File: config.mk
export PLATFORM = sky130hd
export DESIGN_NAME = iic_slave_mem_flat
export DESIGN_NICKNAME = d
export VERILOG_FILES = /design/src/rtl/iic_slave_mem_pkg.sv /design/src/rtl/iic_slave_mem_if.sv /design/src/rtl/iic_slave_mem_bus_sync.sv /design/src/rtl/iic_slave_mem.sv /design/src/flat_wrapper.sv
export SDC_FILE = /design/constraint.sdc
export NUM_CORES = 2
export LEC_CHECK = 0
export BUFFER_PORTS_ARGS = -buffer_cell sky130_fd_sc_hd__clkbuf_2
export CORE_MARGIN = 1.5
export CORE_UTILIZATION = 44
export CTS_CLUSTER_DIAMETER = 200
export CTS_CLUSTER_SIZE = 8
export DETAILED_ROUTE_END_ITERATION = 10
export PLACE_DENSITY = 0.62
export SLEW_MARGIN = 20
export SYNTH_ARGS = -nofsm -noshare
export SYNTH_HDL_FRONTEND = slang
export SYNTH_SLANG_ARGS = --single-unit
File: constraint.sdc
create_clock -name sys_clk -period 4.4 [get_ports sys_clk]
set_input_delay 0.44 -clock sys_clk [delete_from_list [all_inputs] [get_ports sys_clk]]
set_output_delay 0.44 -clock sys_clk [all_outputs]
set_load 0.005 [all_outputs]
File: src/rtl/iic_slave_mem_pkg.sv
// Shared definitions for the I2C byte-memory target: FSM state encoding and
// the default device address also used by the iic_control master.
package iic_slave_mem_pkg;

    localparam logic [6:0] IIC_DEV_ADDR = 7'b101_0110;

    typedef enum logic [3:0] {
        ST_IDLE,
        ST_DEV,
        ST_DEV_ACK,
        ST_AH,
        ST_AH_ACK,
        ST_AL,
        ST_AL_ACK,
        ST_WR,
        ST_WR_ACK,
        ST_RD,
        ST_RD_ACK
    } iic_state_t;

    // Each receive state hands over to its own ACK slot.
    function automatic iic_state_t ack_state(input iic_state_t rx);
        case (rx)
            ST_DEV:  return ST_DEV_ACK;
            ST_AH:   return ST_AH_ACK;
            ST_AL:   return ST_AL_ACK;
            default: return ST_WR_ACK;
        endcase
    endfunction

endpackage

File: src/rtl/iic_slave_mem_if.sv
// Bus-side bundle of the I2C byte-memory target: SCL/SDA pins plus the
// commit-monitor outputs used by board self-tests.
interface iic_slave_mem_if #(
    parameter int MEM_AW = 8
);
    logic              iic_scl;
    logic              sda_in;
    logic              sda_oe;
    logic              wr_strb;
    logic [MEM_AW-1:0] wr_addr;
    logic [7:0]        wr_byte;
    logic              busy;

    modport slave (
        input  iic_scl, sda_in,
        output sda_oe, wr_strb, wr_addr, wr_byte, busy
    );

    modport master (
        output iic_scl, sda_in,
        input  sda_oe, wr_strb, wr_addr, wr_byte, busy
    );
endinterface

File: src/rtl/iic_slave_mem_bus_sync.sv
// SCL/SDA synchronizer and bus-event detector (SCL edges, START, STOP);
// shared between the I2C target and the iic_control master.
module iic_slave_mem_bus_sync (
    input  logic clk,
    input  logic rst_n,
    input  logic scl,
    input  logic sda,
    output logic sda_s,
    output logic scl_rise,
    output logic scl_fall,
    output logic start_det,
    output logic stop_det
);

    // Bits [1:0] are the two-flop synchronizer, bit [2] is the history flop.
    logic [2:0] scl_q;
    logic [2:0] sda_q;

    // NOTE: reset to the idle-bus level (both lines high) so leaving reset never fakes an edge.
    always_ff @(posedge clk or negedge rst_n) begin
        if (!rst_n) begin
            scl_q <= '1;
            sda_q <= '1;
        end else begin
            scl_q <= {scl_q[1:0], scl};
            sda_q <= {sda_q[1:0], sda};
        end
    end

    assign sda_s     = sda_q[1];
    assign scl_rise  =  scl_q[1] & ~scl_q[2];
    assign scl_fall  = ~scl_q[1] &  scl_q[2];
    assign start_det =  scl_q[1] &  scl_q[2] &  sda_q[2] & ~sda_q[1];
    assign stop_det  =  scl_q[1] &  scl_q[2] & ~sda_q[2] &  sda_q[1];

endmodule

File: src/rtl/iic_slave_mem.sv
// I2C target backed by a byte memory: byte/page write, random read and
// current-address read at DEVICE_ADDR, with a pointer that persists across transfers.
module iic_slave_mem
    import iic_slave_mem_pkg::*;
#(
    parameter logic [6:0] DEVICE_ADDR = IIC_DEV_ADDR,
    parameter int         ADDR_BYTES  = 2,
    parameter int         MEM_AW      = 8
) (
    input  logic           sys_clk,
    input  logic           sys_rstn,
    iic_slave_mem_if.slave bus
);

    logic sda_s, scl_rise, scl_fall, start_det, stop_det;

    iic_slave_mem_bus_sync u_sync (
        .clk       (sys_clk),
        .rst_n     (sys_rstn),
        .scl       (bus.iic_scl),
        .sda       (bus.sda_in),
        .sda_s     (sda_s),
        .scl_rise  (scl_rise),
        .scl_fall  (scl_fall),
        .start_det (start_det),
        .stop_det  (stop_det)
    );

    iic_state_t        state;
    logic [2:0]        bit_cnt;
    logic [7:0]        shift;
    logic              byte_done;
    logic              rw;
    logic [7:0]        addr_hi;
    logic [MEM_AW-1:0] ptr;
    logic              sda_oe_q;
    logic              busy_q;
    logic              wr_strb_q;
    logic [MEM_AW-1:0] wr_addr_q;
    logic [7:0]        wr_byte_q;

    logic [7:0]        mem [2**MEM_AW];
    logic [7:0]        rd_data;
    logic [7:0]        rx_byte;

    assign rd_data = mem[ptr];
    assign rx_byte = {shift[6:0], sda_s};

    always_ff @(posedge sys_clk or negedge sys_rstn) begin
        if (!sys_rstn) begin
            state     <= ST_IDLE;
            bit_cnt   <= '0;
            shift     <= '0;
            byte_done <= 1'b0;
            rw        <= 1'b0;
            addr_hi   <= '0;
            ptr       <= '0;
            sda_oe_q  <= 1'b0;
            busy_q    <= 1'b0;
            wr_strb_q <= 1'b0;
            wr_addr_q <= '0;
            wr_byte_q <= '0;
        end else begin
            wr_strb_q <= 1'b0;
            // STOP outranks START, and both outrank any SCL edge in the same sample.
            if (stop_det) begin
                state     <= ST_IDLE;
                sda_oe_q  <= 1'b0;
                busy_q    <= 1'b0;
                byte_done <= 1'b0;
            end else if (start_det) begin
                state     <= ST_DEV;
                bit_cnt   <= '0;
                sda_oe_q  <= 1'b0;
                byte_done <= 1'b0;
            end else begin
                case (state)
                    ST_DEV, ST_AH, ST_AL, ST_WR: begin
                        if (scl_rise && !byte_done) begin
                            shift   <= rx_byte;
                            bit_cnt <= bit_cnt + 3'd1;
                            if (bit_cnt == 3'd7) begin
                                byte_done <= 1'b1;
                                case (state)
                                    ST_DEV: begin
                                        if (rx_byte[7:1] != DEVICE_ADDR) begin
                                            state     <= ST_IDLE;
                                            byte_done <= 1'b0;
                                        end
                                        rw <= rx_byte[0];
                                    end
                                    ST_AH:   addr_hi <= rx_byte;
                                    ST_AL:   ptr     <= MEM_AW'({addr_hi, rx_byte});
                                    default: begin
                                        wr_strb_q <= 1'b1;
                                        wr_addr_q <= ptr;
                                        wr_byte_q <= rx_byte;
                                        ptr       <= ptr + 1'b1;
                                    end
                                endcase
                            end
                        end else if (scl_fall && byte_done) begin
                            byte_done <= 1'b0;
                            sda_oe_q  <= 1'b1;
                            state     <= ack_state(state);
                            if (state == ST_DEV) busy_q <= 1'b1;
                        end
                    end

                    ST_DEV_ACK: begin
                        if (scl_fall) begin
                            bit_cnt <= '0;
                            if (rw) begin
                                shift    <= rd_data;
                                sda_oe_q <= ~rd_data[7];
                                state    <= ST_RD;
                            end else begin
                                sda_oe_q <= 1'b0;
                                state    <= (ADDR_BYTES == 2) ? ST_AH : ST_AL;
                            end
                        end
                    end

                    ST_AH_ACK, ST_AL_ACK, ST_WR_ACK: begin
                        if (scl_fall) begin
                            sda_oe_q <= 1'b0;
                            bit_cnt  <= '0;
                            state    <= (state == ST_AH_ACK) ? ST_AL : ST_WR;
                        end
                    end

                    ST_RD: begin
                        if (scl_fall) begin
                            if (bit_cnt == 3'd7) begin
                                sda_oe_q <= 1'b0;
                                bit_cnt  <= '0;
                                state    <= ST_RD_ACK;
                            end else begin
                                bit_cnt  <= bit_cnt + 3'd1;
                                shift    <= {shift[6:0], 1'b0};
                                sda_oe_q <= ~shift[6];
                            end
                        end
                    end

                    ST_RD_ACK: begin
                        // The slot is entered on a fall, so the next fall always follows an ACK.
                        if (scl_rise) begin
                            if (!sda_s) ptr   <= ptr + 1'b1;
                            else        state <= ST_IDLE;
                        end else if (scl_fall) begin
                            bit_cnt  <= '0;
                            shift    <= rd_data;
                            sda_oe_q <= ~rd_data[7];
                            state    <= ST_RD;
                        end
                    end

                    default: ;
                endcase
            end
        end
    end

    // NOTE: the byte array has no reset; clearing every entry would prevent RAM inference.
    always_ff @(posedge sys_clk) begin
        if (wr_strb_q) mem[wr_addr_q] <= wr_byte_q;
    end

    assign bus.sda_oe  = sda_oe_q;
    assign bus.busy    = busy_q;
    assign bus.wr_strb = wr_strb_q;
    assign bus.wr_addr = wr_addr_q;
    assign bus.wr_byte = wr_byte_q;

endmodule

File: src/flat_wrapper.sv
// flat-port wrapper written by rule: the top's interface ports become plain ports
module iic_slave_mem_flat import iic_slave_mem_pkg::*;
#(
    parameter logic [6:0] DEVICE_ADDR = IIC_DEV_ADDR,
    parameter int         ADDR_BYTES  = 2,
    parameter int         MEM_AW      = 8
)
  (sys_clk, sys_rstn, bus_iic_scl, bus_sda_in, bus_sda_oe, bus_wr_strb, bus_wr_addr, bus_wr_byte, bus_busy);
  iic_slave_mem_if #(.MEM_AW(MEM_AW)) bus_i ();
  input  logic sys_clk;
  input  logic sys_rstn;
  input wire logic [$bits(bus_i.iic_scl)-1:0] bus_iic_scl;
  input wire logic [$bits(bus_i.sda_in)-1:0] bus_sda_in;
  output wire logic [$bits(bus_i.sda_oe)-1:0] bus_sda_oe;
  output wire logic [$bits(bus_i.wr_strb)-1:0] bus_wr_strb;
  output wire logic [$bits(bus_i.wr_addr)-1:0] bus_wr_addr;
  output wire logic [$bits(bus_i.wr_byte)-1:0] bus_wr_byte;
  output wire logic [$bits(bus_i.busy)-1:0] bus_busy;
  assign bus_i.iic_scl = bus_iic_scl;
  assign bus_i.sda_in = bus_sda_in;
  assign bus_sda_oe = bus_i.sda_oe;
  assign bus_wr_strb = bus_i.wr_strb;
  assign bus_wr_addr = bus_i.wr_addr;
  assign bus_wr_byte = bus_i.wr_byte;
  assign bus_busy = bus_i.busy;
  iic_slave_mem #(.DEVICE_ADDR(DEVICE_ADDR), .ADDR_BYTES(ADDR_BYTES), .MEM_AW(MEM_AW)) u_core (.sys_clk(sys_clk), .sys_rstn(sys_rstn), .bus(bus_i));
endmodule
==> impl_summary.md <==
Routing
The detail route stage leaves a number of antenna-violating nets equal to 0. Detailed routing inserted a total of between 40k and 50k vias. After detailed routing, the average wire length per cell comes to 32.0 um. The via density per instance is approximately 6.

The routed design has 223,000 um of wire. Before antenna repair, the detailed router went through 6 iterations. In the routed design, unresolved DRC markers number 0. In this run, the number of DRC markers left after iteration 0 of detailed routing was between 5k and 6k.

Placed design
At the end of routability-driven placement, the weighted congestion stood at ~0.90. Detailed placement ended at an HPWL of between 100,000 and 150,000 um. The total of buffers placed on input and output ports is 22. The post-placement cell area is 0.0865 mm2. The setup slack after placement is ~0.39 ns.

Power
The analysis attributes to cell leakage a power of between 20 and 25 nW. For this design the ratio of total power to cell area is approximately 520 mW/mm2. The worst-case IR drop observed on VDD is about 0.52 mV.

Clock network
No sink is reached through more buffers than the 4 on the longest clock path. TritonCTS built the clock tree. The total clock buffers created by CTS is ~310. For this design, the sink count on the clock tree is about 2.1k. The H-tree depth is 5. Clock-pin slew was measured on the worst setup and hold paths at about 0.050 ns. CTS placed an instance of sky130_fd_sc_hd__clkbuf_16 at the clock tree root. At the later pin of the worst-skew pair, clock insertion delay measures 0.92 ns. Once the clock tree was built, the resizer swapped 0 gates to a different size.

Global route
The pin count of the biggest net entering global routing is 130. The highest-utilization routing layer at the global route stage is met2. The via count of the first global-routing pass is 43.3k. The global-route usage over all layers is 23.3%. The met3 track demand over resource in global routing is roughly 6%. The met2 track utilization from global routing is between 30% and 40%. The initial antenna violation count is 4. Summed over all layers, the global routing overflow is 0.

The met1 demand-to-capacity share in global routing is roughly a third. The global-route wire length before repair is roughly 320,000 um.

STA
The setup TNS is 0 ns. The smallest clock period supported by the final layout is computed as approximately 4 ns. The final max-slew violation count is 0. The final critical path takes up between 90% and 100% of the cycle. Setup violations remaining at the end of the flow were counted as 0. The number of endpoints with negative hold slack in the final report is 0.

On the final layout, the worst hold slack is roughly 0.13 ns. Setup repair after global routing left no endpoint under its margin. Setup slack on the critical path of the routed design comes to ~0.35 ns. The transition time of the tightest slew-check pin is between 1 and 1.5 ns. The normalized max-slew margin is roughly 23%. Static timing analysis puts the maximum clock frequency at between 0.2 and 0.25 GHz. On the final layout, the worst clock skew is approximately 0.071 ns.

Final layout
The number of antenna diodes is 0. Of the cells placed in the final design, the portion with a size suffix greater than 1 is ~25%. Leaving out fill and tap cells, the most frequent cell in the layout is sky130_fd_sc_hd__edfxtp_1.

The area added between synthesis and finish is 14.9%. The final instance area is around 0.095 mm2. The number of nets in the layout is ~4.4k. The total of fill cells in the finished design is about 15k.

Leaving out fill and tap cells, the most frequent cells in the layout are 2,048 x sky130_fd_sc_hd__edfxtp_1, 408 x sky130_fd_sc_hd__mux4_2, 319 x sky130_fd_sc_hd__clkbuf_16.

Synthesis
Synthesis produced 4,107 cells. After synthesis the cells add up to approximately 0.083 mm2. The number of different library cells in the post-synthesis netlist is 73.

For this run, the number of Yosys warnings is 0. In the synthesized netlist the async set-or-reset flop fraction comes to around 2.3%. The number of flip-flops and latches in the synthesized netlist is roughly 2.1k. Summed over its instances, the top area cell type makes up 74.5% of the synthesized netlist area. Counting every net in the synthesized netlist gives between 4k and 5k. Of all cell types, the one taking the most synthesized area is sky130_fd_sc_hd__edfxtp_1. The synthesized design contains 2,048 enable-type register cells. The part of the Yosys area used for sequential elements is 76.0%. Sorting the synthesized cells by area gives the leading types as sky130_fd_sc_hd__edfxtp_1 75%, sky130_fd_sc_hd__mux4_2 11%, sky130_fd_sc_hd__mux2i_1 3.3%. The post-synthesis area per instance is 20.1 um2.

The primary flip-flop cell chosen by synthesis mapping is sky130_fd_sc_hd__edfxtp_1.

Setup path
The signal on the critical path passes through buf_12 > buf_4 > mux4_2 > mux2_2 > a21oi_1 > a22oi_1 > o32ai_1 > a221oi_1. The required time at the endpoint of the critical path is 5.16 ns. The slowest stage cell on the critical path is sky130_fd_sc_hd__dfrtp_4. The register-to-register path setup slack is about 0.35 ns. The arrival time reported for the critical path endpoint is a little under 5 ns. The critical path capture point type is a register. The worst register-to-register path begins at u_core.ptr[1]$_DFFE_PN0P_. Measured in cells, the most critical reg-to-reg path has a length of 8. The startpoint type of the worst setup path is a register. The reg-to-reg critical path endpoint is u_core.shift[5]$_DFFE_PN0P_. The classification of the worst setup path is reg2reg. The largest stage delay on the critical path is around 1.1 ns.

Of all nets on the critical path, the largest fanout is 33.

Floorplan
The site row count is 158. Once the floorplan was initialized, standard cells occupied between 40 and 50% of the core. 23 I/O pins were placed. In this run the standard cell core region covers about 0.19 mm2. The area of the die is approximately 0.19 mm2. The width of the die is 436 um. The y dimension of the die is ~440 um.

Worst hold path
The class of the tightest hold or removal check is in2async.

Run
Across the run, the number of max-cap violations was 0.

Run status
The flow ran to the end, and the final reports show no timing, DRC or antenna violations.
worst max-delay path by stage:
stage,from,to,depth (start not counted)
detailed placement,u_core.ptr[1]$_DFFE_PN0P_,u_core.shift[5]$_DFFE_PN0P_,8
CTS,u_core.ptr[1]$_DFFE_PN0P_,u_core.shift[5]$_DFFE_PN0P_,8
global placement,u_core.ptr[1]$_DFFE_PN0P_,u_core.shift[5]$_DFFE_PN0P_,8
floorplan,u_core.bus.wr_byte[2]$_DFFE_PN0P_,u_core.mem[0][2]$_DFFE_PP_,0
finish,u_core.ptr[1]$_DFFE_PN0P_,u_core.shift[5]$_DFFE_PN0P_,8
global route,u_core.ptr[1]$_DFFE_PN0P_,u_core.shift[5]$_DFFE_PN0P_,8
cells by family after synthesis:
logic type      after synthesis  synth area share (%)
flops                      2097                  76.0
compound gates              449                  3.84
mux                         734                  15.2
simple gates                544                  2.93
fa+ha+maj                     3                0.0455
xor+xnor                      1                0.0106
buf+inv                     279                  1.99
synth_stat cells, types with 19 or more instances:
cell type and instances:
sky130_fd_sc_hd__a21oi_1 84, sky130_fd_sc_hd__a221oi_1 74, sky130_fd_sc_hd__a22oi_1 88, sky130_fd_sc_hd__buf_2 52, sky130_fd_sc_hd__buf_4 56, sky130_fd_sc_hd__buf_6 37
sky130_fd_sc_hd__clkbuf_1 110, sky130_fd_sc_hd__dfrtp_1 43, sky130_fd_sc_hd__edfxtp_1 2048, sky130_fd_sc_hd__mux2_2 56, sky130_fd_sc_hd__mux2i_1 270, sky130_fd_sc_hd__mux4_2 408
sky130_fd_sc_hd__nand2_1 94, sky130_fd_sc_hd__nand3_1 50, sky130_fd_sc_hd__nand4_1 20, sky130_fd_sc_hd__nor2_1 297, sky130_fd_sc_hd__nor2b_1 19, sky130_fd_sc_hd__o21ai_0 68
sky130_fd_sc_hd__o221ai_1 19
power by group:
group	leakage (nW)	switching, W	internal (W)
combinational	5.73	0.00371	0.00247
clock	4.03	0.00791	0.0128
sequential	14.8	0.000378	0.0218
total	24.5	0.0120	0.0370
routing by layer:
layer | up-vias | share of wire, %
li1 | 17500 | -
met1 | 22800 | 41
met2 | 2305 | 46
met3 | 419 | 9.8
met4 | 2 | 3.6
met5 | - | 0.0058
flip-flops by register name, indices dropped and copies added (netlist names):
name	cells
u_core.bit_cnt	3
u_core.bus.busy	1
u_core.bus.sda_oe	1
u_core.bus.wr_addr	8
u_core.bus.wr_byte	8
u_core.bus.wr_strb	1
u_core.byte_done	1
u_core.mem	2048
u_core.ptr	8
u_core.rw	1
u_core.shift	7
u_core.state	4
u_core.u_sync.scl_q	3
u_core.u_sync.sda_q	3
stage by stage:
stage	std cells	total power [W]	utilization [%]
6_report	6971	0.0490	51.0
3_3_place_gp	6597	0.0287	46.6
2_1_floorplan	4107	0.0268	-
4_1_cts	6971	0.0493	51.0
3_5_place_dp	6597	0.0287	46.6
5_1_grt	6971	0.0504	51.0
layout make-up:
cell class                      count  area [um2]  share of cell area [%]
Sequential cell                  2097       62800                    66.2
Multi-Input combinational cell   1731       18200                    19.2
Clock buffer                      362        8140                    8.59
Tap cell                         2480        3100                    3.27
Timing Repair Buffer              278        2420                    2.55
Clock inverter                      8        96.3                   0.102
Inverter                           15        56.3                  0.0594
critical path: cells and delay by family (launching register included):
family	cells	cell delay, ns
compound gates	4	1.36
flops	1	1.11
buf+inv	2	0.73
mux	2	0.65
timing repair:
action / 4_1_cts / 5_1_grt
hold buffers: 4 / 0
buffers inserted: 0 / 0
endpoints found under the hold margin: 51 / 0
Note: power is estimated with default switching activity, not from simulation.
